$ cat config.mk
export PLATFORM = sky130hd
export DESIGN_NAME = regfile_wb_arbiter
export DESIGN_NICKNAME = d
export VERILOG_FILES = /design/src/rtl/regfile_wb_arbiter.sv
export SDC_FILE = /design/constraint.sdc
export NUM_CORES = 1
export LEC_CHECK = 0
export ABC_CLOCK_PERIOD_IN_PS = 3100
export CAP_MARGIN = 10
export CORE_MARGIN = 5
export CORE_UTILIZATION = 40
export CTS_BUF_LIST = sky130_fd_sc_hd__clkbuf_4 sky130_fd_sc_hd__clkbuf_8
export CTS_CLUSTER_DIAMETER = 80
export DETAILED_ROUTE_END_ITERATION = 8
export GPL_TIMING_DRIVEN = 0
export PLACE_DENSITY = 0.77
export SLEW_MARGIN = 20
export SYNTH_ARGS = -nofsm -noshare
export SYNTH_HDL_FRONTEND = slang
export SYNTH_SLANG_ARGS = --single-unit
$ cat constraint.sdc
create_clock -name clk -period 3.1 [get_ports clk]
set_input_delay 0.62 -clock clk [delete_from_list [all_inputs] [get_ports clk]]
set_output_delay 0.62 -clock clk [all_outputs]
set_load 0.005 [all_outputs]
$ cat src/rtl/regfile_wb_arbiter.sv
// Round-robin write-back arbiter for the integer register file write port,
// plus a busy scoreboard that reports RAW stalls and blocks WAW issue.
module regfile_wb_arbiter #(
    parameter int NREQ = 3,
    parameter int XLEN = 32
) (
    input  logic                 clk,
    input  logic                 rst_n,
    input  logic [NREQ-1:0]      req_valid,
    input  logic [5*NREQ-1:0]    req_rd,
    input  logic [XLEN*NREQ-1:0] req_data,
    output logic [NREQ-1:0]      req_ready,
    output logic                 RegWrite,
    output logic [4:0]           rd,
    output logic [XLEN-1:0]      WriteData,
    input  logic                 sb_set_valid,
    input  logic [4:0]           sb_set_rd,
    output logic                 sb_set_ready,
    input  logic [4:0]           rs1,
    input  logic [4:0]           rs2,
    output logic                 raw_stall,
    output logic [31:0]          busy
);

    localparam int PW = $clog2(NREQ);

    logic [PW-1:0]   ptr_q, ptr_d;
    logic            regwrite_q, regwrite_d;
    logic [4:0]      rd_q, rd_d;
    logic [XLEN-1:0] wdata_q, wdata_d;
    logic [31:0]     busy_q, busy_d;

    logic [PW-1:0]   gidx;
    logic            found;
    logic            xfer;
    logic [4:0]      sel_rd;
    logic [XLEN-1:0] sel_data;

    // First valid requester at or after ptr, wrapping modulo NREQ.
    always_comb begin
        gidx  = '0;
        found = 1'b0;
        for (int unsigned k = 0; k < NREQ; k++) begin
            logic [PW-1:0] idx;
            idx = PW'((32'(ptr_q) + k) % NREQ);
            if (!found && req_valid[idx]) begin
                found = 1'b1;
                gidx  = idx;
            end
        end
    end

    assign xfer     = found && rst_n;
    assign sel_rd   = req_rd[32'(gidx)*5 +: 5];
    assign sel_data = req_data[32'(gidx)*XLEN +: XLEN];

    always_comb begin
        req_ready = '0;
        if (xfer) req_ready[gidx] = 1'b1;
    end

    always_comb begin
        ptr_d      = ptr_q;
        regwrite_d = 1'b0;
        rd_d       = rd_q;
        wdata_d    = wdata_q;
        if (xfer) begin
            ptr_d = PW'((32'(gidx) + 1) % NREQ);
            // x0 writes are consumed but leave the write stage untouched
            if (sel_rd != 5'd0) begin
                regwrite_d = 1'b1;
                rd_d       = sel_rd;
                wdata_d    = sel_data;
            end
        end
    end

    assign sb_set_ready = !((sb_set_rd != 5'd0) && busy_q[sb_set_rd] &&
                            !(regwrite_q && (rd_q == sb_set_rd)));

    // Clear first so a same-edge set of the same register wins.
    always_comb begin
        busy_d = busy_q;
        if (regwrite_q) busy_d[rd_q] = 1'b0;
        if (sb_set_valid && sb_set_ready && (sb_set_rd != 5'd0))
            busy_d[sb_set_rd] = 1'b1;
        busy_d[0] = 1'b0;
    end

    assign raw_stall = ((rs1 != 5'd0) && busy_q[rs1]) ||
                       ((rs2 != 5'd0) && busy_q[rs2]);

    always_ff @(posedge clk or negedge rst_n) begin
        if (!rst_n) begin
            ptr_q      <= '0;
            regwrite_q <= 1'b0;
            rd_q       <= '0;
            wdata_q    <= '0;
            busy_q     <= '0;
        end else begin
            ptr_q      <= ptr_d;
            regwrite_q <= regwrite_d;
            rd_q       <= rd_d;
            wdata_q    <= wdata_d;
            busy_q     <= busy_d;
        end
    end

    assign RegWrite  = regwrite_q;
    assign rd        = rd_q;
    assign WriteData = wdata_q;
    assign busy      = busy_q;

endmodule

; ---- Word-level counts from Yosys, hierarchy flattened
; Cells that the tools add are included.
[word_totals]
in_bits = 132
wordCells = 82
ff_bits = 71
output_inout_bits = 75
[op_classes]
n_reduce_logical = 23
multipliers = 1
n_addsub = 3
muxes = 29
n_shift = 2
n_eq_ne = 1
div_mod_pow = 4
n_bitwise = 3
order_cmp = 11
[op_table]
columns = operator, n
row1 = "32-bit by 2-bit modulo with 32-bit output, second input constant", 3
row2 = 96-bit by 8-bit variable part select with 32-bit output, 1
row3 = 32-bit two-way mux, 2
row4 = 32-bit AND, 1
row5 = "2-bit by 2-bit modulo with 32-bit output, second input constant", 1
row6 = 32-bit NOT, 1
row7 = 32-bit bitwise OR, 1
row8 = "5-bit by 6-bit less-than comparator with 1-bit output, second input constant", 4
row9 = 5-bit nonzero test, 4
row10 = 1-bit binary-select mux with 5-bit select, 3
row11 = 15-bit by 6-bit variable part select with 5-bit output, 1
row12 = 1-bit two-way mux, 14
row13 = 1-bit logical AND, 13
row14 = "2-bit by 3-bit less-than comparator with 1-bit output, second input constant", 4
row15 = 1-bit demux with 5-bit select, 2
row16 = "5-bit by 1-bit greater-or-equal comparator with 1-bit output, second input constant", 2
row17 = "2-bit by 1-bit adder with 3-bit output, second input constant", 2
row18 = 1-bit binary-select mux with 2-bit select, 3
row19 = 2-bit two-way mux, 3
row20 = 5-bit equality test, 1
row21 = "2-bit by 3-bit multiplier with 5-bit output, second input constant", 1
row22 = 1-bit zero test, 4
row23 = "2-bit by 2-bit adder with 3-bit output, second input constant", 1
row24 = 3-bit two-way mux, 1
row25 = other kinds (4), 4

; ---- Longest topological paths before layout
[logic_depth]
ltp_word = 15
ltp_mapped = 13
ltp_nobuf = 11

; ---- Least setup slack after synthesis
; No wires, ideal clock.
[synth_path]
path_type = reg2reg
start = register ptr_q[0]
end = register wdata_q[10], in the netlist WriteData[10]
path_stages_with_launch = 14
period_less_slack_ps = 3289
path_slack_ps = -189
required_time_ps = 2975
arrival_time_ps = 3164
path_buffers = 3
setup_ps = 125
cell_sequence = dfrtp_1 inv_1 ha_1 clkbuf_2 and3b_1 or3_4 a22o_1 buf_6 a211oi_1 o22ai_1 o41ai_4 inv_2 buf_6 mux2_4
[synth_via]
elab_chain_cells = 14
elab_cells_between_ends = 27
cone_classes = 2 x add/sub / 1 x mul / 3 x div / 2 x shift / 12 x mux / 7 x reduce/logical
[synth_lines]
columns = element, line_no
row1 = "start, declared", 27  ; logic [PW-1:0] ptr_q, ptr_d;
row2 = "start signal, assigned", 101  ; ptr_q <= ptr_d;
row3 = "parallel branches: the longest is 14 deep, another holds 32-bit by 2-bit modulo with 32-bit output", -
row4 = "end signal, assigned", 104  ; wdata_q <= wdata_d;
row5 = "end, declared", 30  ; logic [XLEN-1:0] wdata_q, wdata_d;
; Parallel ways; which one is timed is not known. The select of a mux whose other input is x is not followed.
; A chain may end at the register's enable or synchronous reset.

; ---- Final worst setup path
[layout_path]
start = register ptr_q[0]
end = register wdata_q[19], in the netlist WriteData[19]
; Same word-level chain as after synthesis.

==> metrics.md <==
| Metric | Value |
|---|---|
| Worst-case vdd ir drop | `0.543 mV` |
| Mean area per synthesized cell | `9.75 um2` |
| Final Slew Violations | `0` |
| CTS Buf Count | `9` |
| Flops & latches, synth | `71` |
| Horizontal die dimension | `121 um` |
| Worst EP required | `3.34 ns` |
| Pre-CTS setup slack | `-1.34 ns` |
| Number of distinct standard cells referenced by the synthesized netlist | `53` |
| Number of antenna cells inserted | `0` |
| Vertical die dimension | `121 um` |
| Violations in the final reports | `setup timing` |
| Worst path bufs/invs | `4` |
| Number of antenna-violating nets in the routed design | `0` |
| Result of the run | `complete, but fails checks` |
| Arrival time worst endpoint | `3.43 ns` |
| Synthesis Warnings | `0` |
| Most used flip-flop cell after synthesis | `dfrtp_1` |
| Via density per instance | `5.83` |
| Number of I/O pins | `207` |
| Tightest slew margin relative to the limit | `63.9%` |
| Share of synthesized flip-flops with an asynchronous set or reset | `100%` |
| Syn Nets | `640` |
| Leak pwr | `0.00324 uW` |
| Number of violations reported at the end of detailed-routing iteration 0 | `442` |
| Number of maximum-capacitance violations | `0` |
| Synth-to-layout area growth | `61.9%` |
| Hold WC Path Type | `in2async` |
| Combined global-route utilization of all metal layers | `24.2%` |
| Post-synth design cell area | `0.00490 mm2` |
| Setup violators final | `33` |
| Synth top area cells | `dfrtp_1, mux4_2, mux2_4` |
| Clock tree from TritonCTS | `done` |
| Cell breakdown of the critical path | `inv_2 > ha_4 > and3b_2 > or3_4 > a22o_1 > buf_6 > nand2_1 > a31oi_2 > o41ai_4 > inv_4 > clkbuf_16 > mux2_4` |
| Largest net degree at the start of global routing | `45` |
| Pre-antenna DRT Iters | `5` |
| Worst-skew pair later-pin latency | `0.36 ns` |
| Kind of critical path | `reg2reg` |
| Most repeated cell in the gate-level netlist after synthesis | `nand2_1` |
| IO buf count | `198` |
| Root buffer cell | `clkbuf_8` |
| Post-synthesis cell count | `502` |
| Largest delay contributor family on the critical path | `compound AO/OA/AOI/OAI gates` |
| Design area | `0.00793 mm2` |
| Die area | `0.0146 mm2` |
| Critical Path Fanout Max | `8` |
| Endpoint class of the critical path | `register` |
| Post-layout nets | `891` |
| Max Clk Rate | `0.314 GHz` |
| Final setup margin | `-0.0861 ns` |
| Initial antenna violation count | `0` |
| Vias in the first global route | `5538` |
| DP HPWL | `13.2 mm` |
| WL/cell | `20.1 um` |
| Largest stage delay, worst path | `0.48 ns` |
| Clock input transition at the sequential cells of the worst setup and hold paths | `0.08 ns` |
| Vias | `5279` |
| Final period util | `103%` |
| Final Critical Period | `3.19 ns` |
| Final-report hold violation count | `0` |
| Slowest CP cell | `o41ai_4` |
| Dominant cell type by area after synthesis | `dfrtp_1` |
| Worst Tran Pin Value | `0.542 ns` |
| Maximum clock path buffer count | `2` |
| Worst Skew | `0.00831 ns` |
| Core Footprint | `0.0120 mm2` |
| Number of rows created at floorplan | `40` |
| RSZ-0062 raised after global routing | `true` |
| Wire length of the first global-routing pass | `28.1 mm` |
| Area of placed instances | `0.00713 mm2` |
| Fraction of final layout cells with drive strength greater than 1 | `25.3%` |
| Initial Util | `40.8%` |
| Kind of start point of the critical path | `register` |
| Area share of the largest cell type after synthesis | `36.3%` |
| Total overflow reported by the global router | `0` |
| Routability cong. | `0.962` |
| Drc violations | `0` |
| Total detailed-routing wirelength | `18.2 mm` |
| Pwr Density | `1030 mW/mm2` |
| Hold Worst Slack | `0.173 ns` |
| Total number of H-tree levels | `3` |
| Most used standard cells in the synthesized netlist | `nand2_1, dfrtp_1, o21ai_0` |
| Number of flops mapped to enable cells by yosys | `0` |
| Share of synthesized area occupied by flip-flops and latches | `36.3%` |
| Number of sinks on the clock net | `71` |
==> area by class of cell <==
type | count | area [um2]
fill | 945 | 4080
clock inverter | 6 | 93.8
timing repair buffer | 246 | 2360
inverter | 15 | 63.8
multi-input combinational | 375 | 3060
tap | 147 | 184
buffer | 35 | 258
sequential | 71 | 1780
clock buffer | 10 | 131
==> worst register-to-register path: stages, from the launching register on <==
cell       delay, ns
dfrtp_1         0.42
inv_2           0.10
ha_4            0.23
and3b_2         0.23
or3_4           0.41
a22o_1          0.22
buf_6           0.13
nand2_1         0.08
a31oi_2         0.14
o41ai_4         0.48
inv_4           0.14
clkbuf_16       0.20
mux2_4          0.29
==> cell usage in the layout (no fill, tap or decap), drive strengths merged, types with 6 or more instances in the layout <==
cell type      Yosys  final
ha                 6      6
or3b               6      6
nor2              45     45
a22o               6      6
dfrtp             71     71
o21ai             50     50
o31ai             16     16
nand2             80     80
a31oi             33     33
clkbuf            31     39
buf               10     60
clkdlybuf4s50      0    186
mux4              25     25
nand3b            10     10
mux2i              7      7
mux2              33     33
inv               15     15
o41ai              8      8
==> power breakdown <==
part / internal (uW) / switching, uW / total, uW
Sequential: 1400 / 474 / 1870
Clock: 468 / 389 / 857
Combinational: 3110 / 2370 / 5470
Total: 4970 / 3230 / 8200
==> logic make-up after synthesis <==
family | count (synthesis) | share of synthesized area (%)
AO/OA/AOI/OAI | 136 | 18.2
XOR/XNOR | 5 | 0.894
adder cells (fa/ha/maj) | 6 | 1.53
buffers and inverters | 56 | 5.11
flip-flops | 71 | 36.3
multiplexers | 65 | 22.7
other | 1 | 0.0766
AND/OR/NAND/NOR | 162 | 15.2
==> what timing repair did <==
action	CTS	global route
pin swaps	8	8
hold buffers	0	0
cloned	2	1
buffers inserted	24	20
hold endpoints to repair	0	0
endpoints found under the setup margin	71	65
resized for setup	70	45
==> sequential cells by signal, indices dropped and copies added, names as in the netlist <==
signal	count
ptr_q	2
WriteData	32
busy	31
rd	5
RegWrite	1
==> worst paths after layout <==
check                             start       endpoint  slack, ns  depth (start not counted)
hold / removal                    rst_n       busy[22]       0.17                          1
hold reg to reg            WriteData[1]   WriteData[1]       0.52                          1
setup reg to reg               ptr_q[0]  WriteData[19]      -0.09                         12
min in group clk           WriteData[1]   WriteData[1]       0.52                          1
max in group asynchronous         rst_n       ptr_q[1]       2.34                          2
setup / recovery               ptr_q[0]  WriteData[19]      -0.09                         12
==> through the flow <==
step           total power [uW]  setup TNS (ns)  cells  util [%]
4_1_cts                    7760           -2.50    885      63.9
5_1_grt                    8700           -5.32    905      66.0
6_report                   8200           -2.22    905      66.0
2_1_floorplan              4550           -3.93    502         -
3_5_place_dp               6520          -57.39    848      59.4
3_3_place_gp               6370         -180.54    847      59.2
==> routing by layer <==
metal	vias up	GRT usage [%]	share of wire, %
met1	2528	28.6	38
met5	-	0	0
met4	0	8.85	2.7
met3	54	7.30	10
li1	2357	-	-
met2	340	41.5	49
(Power assumes the default switching activity.)
==> edit, RTL diff (same settings) <==
`XLEN`: 32 -> 16.
--- a/src/rtl/regfile_wb_arbiter.sv
+++ b/src/rtl/regfile_wb_arbiter.sv
@@ -2,7 +2,7 @@
 // plus a busy scoreboard that reports RAW stalls and blocks WAW issue.
 module regfile_wb_arbiter #(
     parameter int NREQ = 3,
-    parameter int XLEN = 32
+    parameter int XLEN = 16
 ) (
     input  logic                 clk,
     input  logic                 rst_n,
Interface: changed (resized WriteData and req_data); port bits go from 207 to 143. The function was not compared with the original's and may differ.
==> edit against the original RTL <==
The run still ends with setup timing left. Setup slack gained 49 ps. Sequential cell count shrank 16. Critical endpoint is now req_ready[1]. Critical path type is now reg2out. Synthesized area shrank 20%. Power shrank 23%. Final area shrank 22%. First-iteration DRC count shrank 40%. Routed wire length shrank 23%. Die area shrank 19%.
==> edit: results (changes against the original RTL) <==
| Metric | Value |
|---|---|
| Result of the run | finished with violations (unchanged) |
| Failing checks | setup timing (unchanged) |
| Largest net degree at the start of global routing | 58 (was 45) |
| Flip-flop count of the largest register, all copies and words added | 31 (was 32) |
| WL met1 | 5.09 mm (was 6.89 mm) |
| Synthesized-area fraction occupied by xor and xnor cells | 1.12% (was 0.894%) |
| Routed wl met2 | 6.88 mm (was 8.96 mm) |
| Routed WL per cell | 20.1 um (about the same) |
| FF-to-FF End | WriteData[11] (was WriteData[19]) |
| Compound-cell area share of the yosys netlist | 19.3% (was 18.2%) |
| Relative slew slack | 50.8% (was 63.9%) |
| Distinct cell type count of the synthesized netlist | 61 (was 53) |
| Switching power of the nets | 2.58 mW (was 3.23 mW) |
| GR Util All Layers | 23.0% (was 24.2%) |
| Most instantiated cells after synthesis | sky130_fd_sc_hd__dfrtp_1, sky130_fd_sc_hd__nand2_1, sky130_fd_sc_hd__o21ai_0 (was sky130_fd_sc_hd__nand2_1, sky130_fd_sc_hd__dfrtp_1, sky130_fd_sc_hd__o21ai_0) |
| Detailed-route via count | 4093 (was 5279) |
| Clock insertion delay at the later pin of the skew report | 310 ps (was 360 ps) |
| Share of the yosys chip area belonging to registers | 35.2% (was 36.3%) |
| Port Buffers | 138 (was 198) |
| Leakage power total | 2.48 nW (was 3.24 nW) |
| Cts bufs inserted | 5 (was 9) |
| Global-route wire length before repair | 21.4 mm (was 28.1 mm) |
| Final weighted congestion in routability-driven placement | 0.944 (was 0.962) |
| Proportion of layout cells with a drive suffix above 1 | 29.7% (was 25.3%) |
| Maximum level of the CTS H-tree | 2 (was 3) |
| Total Nets Final | 652 (was 891) |
| Final worst slack | -37.2 ps (was -86.1 ps) |
| Setup clock skew after layout | 8.26 ps (was 8.31 ps) |
| Setup violators final | 1 (was 33) |
==> edit: cell count changes in the layout (fill, tap and decap cells not counted), sizes merged, moves of 16 or more <==
| cell | unedited run | this run |
|---|---|---|
| o21ai | 50 | 72 |
| clkbuf | 39 | 18 |
| dfrtp | 71 | 55 |
| nor2 | 45 | 25 |
| clkdlybuf4s50 | 186 | 121 |
| nand2 | 80 | 49 |
==> edit: power groups by stage <==
stage               Clock [mW]  Combinational [mW]  Sequential (mW)
CTS                      0.451                3.95             1.49
global placement             0                3.41             1.48
floorplan                    0                2.08             1.39
detailed placement           0                3.49             1.49
finish                   0.442                4.36             1.51
global route             0.476                4.68             1.55
==> edit: cells by family (layout without fill, tap and decap cells) <==
kind of cell    count (synthesis)  after routing
buf+inv                        38            213
xor+xnor                        5              5
compound gates                119            119
other cells                     1              1
simple gates                  111            111
mux                            53             53
flops                          55             55
fa+ha+maj                       6              6
==> edit: layer usage <==
layer,global-route usage (%),vias up
li1,-,1798
met1,26.8,1965
met2,39.8,296
met3,7.40,34
met4,8.21,0
met5,0,-
==> edit: worst max-delay path by stage <==
stage	slack, ps	cells after the start	end
after detailed placement	-1010	10	req_ready[2]
final	-40	13	req_ready[1]
after CTS	-90	13	req_ready[1]
after floorplan	160	11	req_ready[2]
after global routing	-90	12	req_ready[1]
after global placement	-1930	4	req_ready[0]
==> edit: layout make-up <==
type                    instances  area share (%)
inverters                      14           0.973
flip-flops and latches         55            22.3
plain buffers                  22            3.37
clock buffers                   8            1.68
repair buffers                169            26.0
multi-input cells             295            43.0
well taps                     133            2.70
==> edit: what timing repair did <==
item / 4_1_cts / 5_1_grt
buffers inserted: 25 / 6
cloned: 0 / 1
pin swaps: 9 / 11
endpoints found under the setup margin: 32 / 52
resized for setup: 81 / 74
==> edit: worst max-delay path, cell delays in order (launching register included) <==
cell	delay [ps]
sky130_fd_sc_hd__dfrtp_1	410
sky130_fd_sc_hd__inv_2	80
sky130_fd_sc_hd__ha_4	160
sky130_fd_sc_hd__buf_6	140
sky130_fd_sc_hd__and3b_4	190
sky130_fd_sc_hd__o21bai_4	190
sky130_fd_sc_hd__nor2_4	140
sky130_fd_sc_hd__o21ai_4	90
sky130_fd_sc_hd__o31ai_4	250
sky130_fd_sc_hd__buf_6	150
sky130_fd_sc_hd__inv_4	30
sky130_fd_sc_hd__ha_4	140
sky130_fd_sc_hd__and2_4	130
sky130_fd_sc_hd__buf_6	110
==> edit: stage by stage <==
stage / setup slack [ps] / util (%) / instances
floorplan: 160 / - / 388
global placement: -1930 / 56.6 / 659
detailed placement: -1010 / 56.6 / 659
CTS: -88.4 / 61.3 / 691
global route: -93.6 / 64.0 / 696
finish: -37.2 / 64.0 / 696
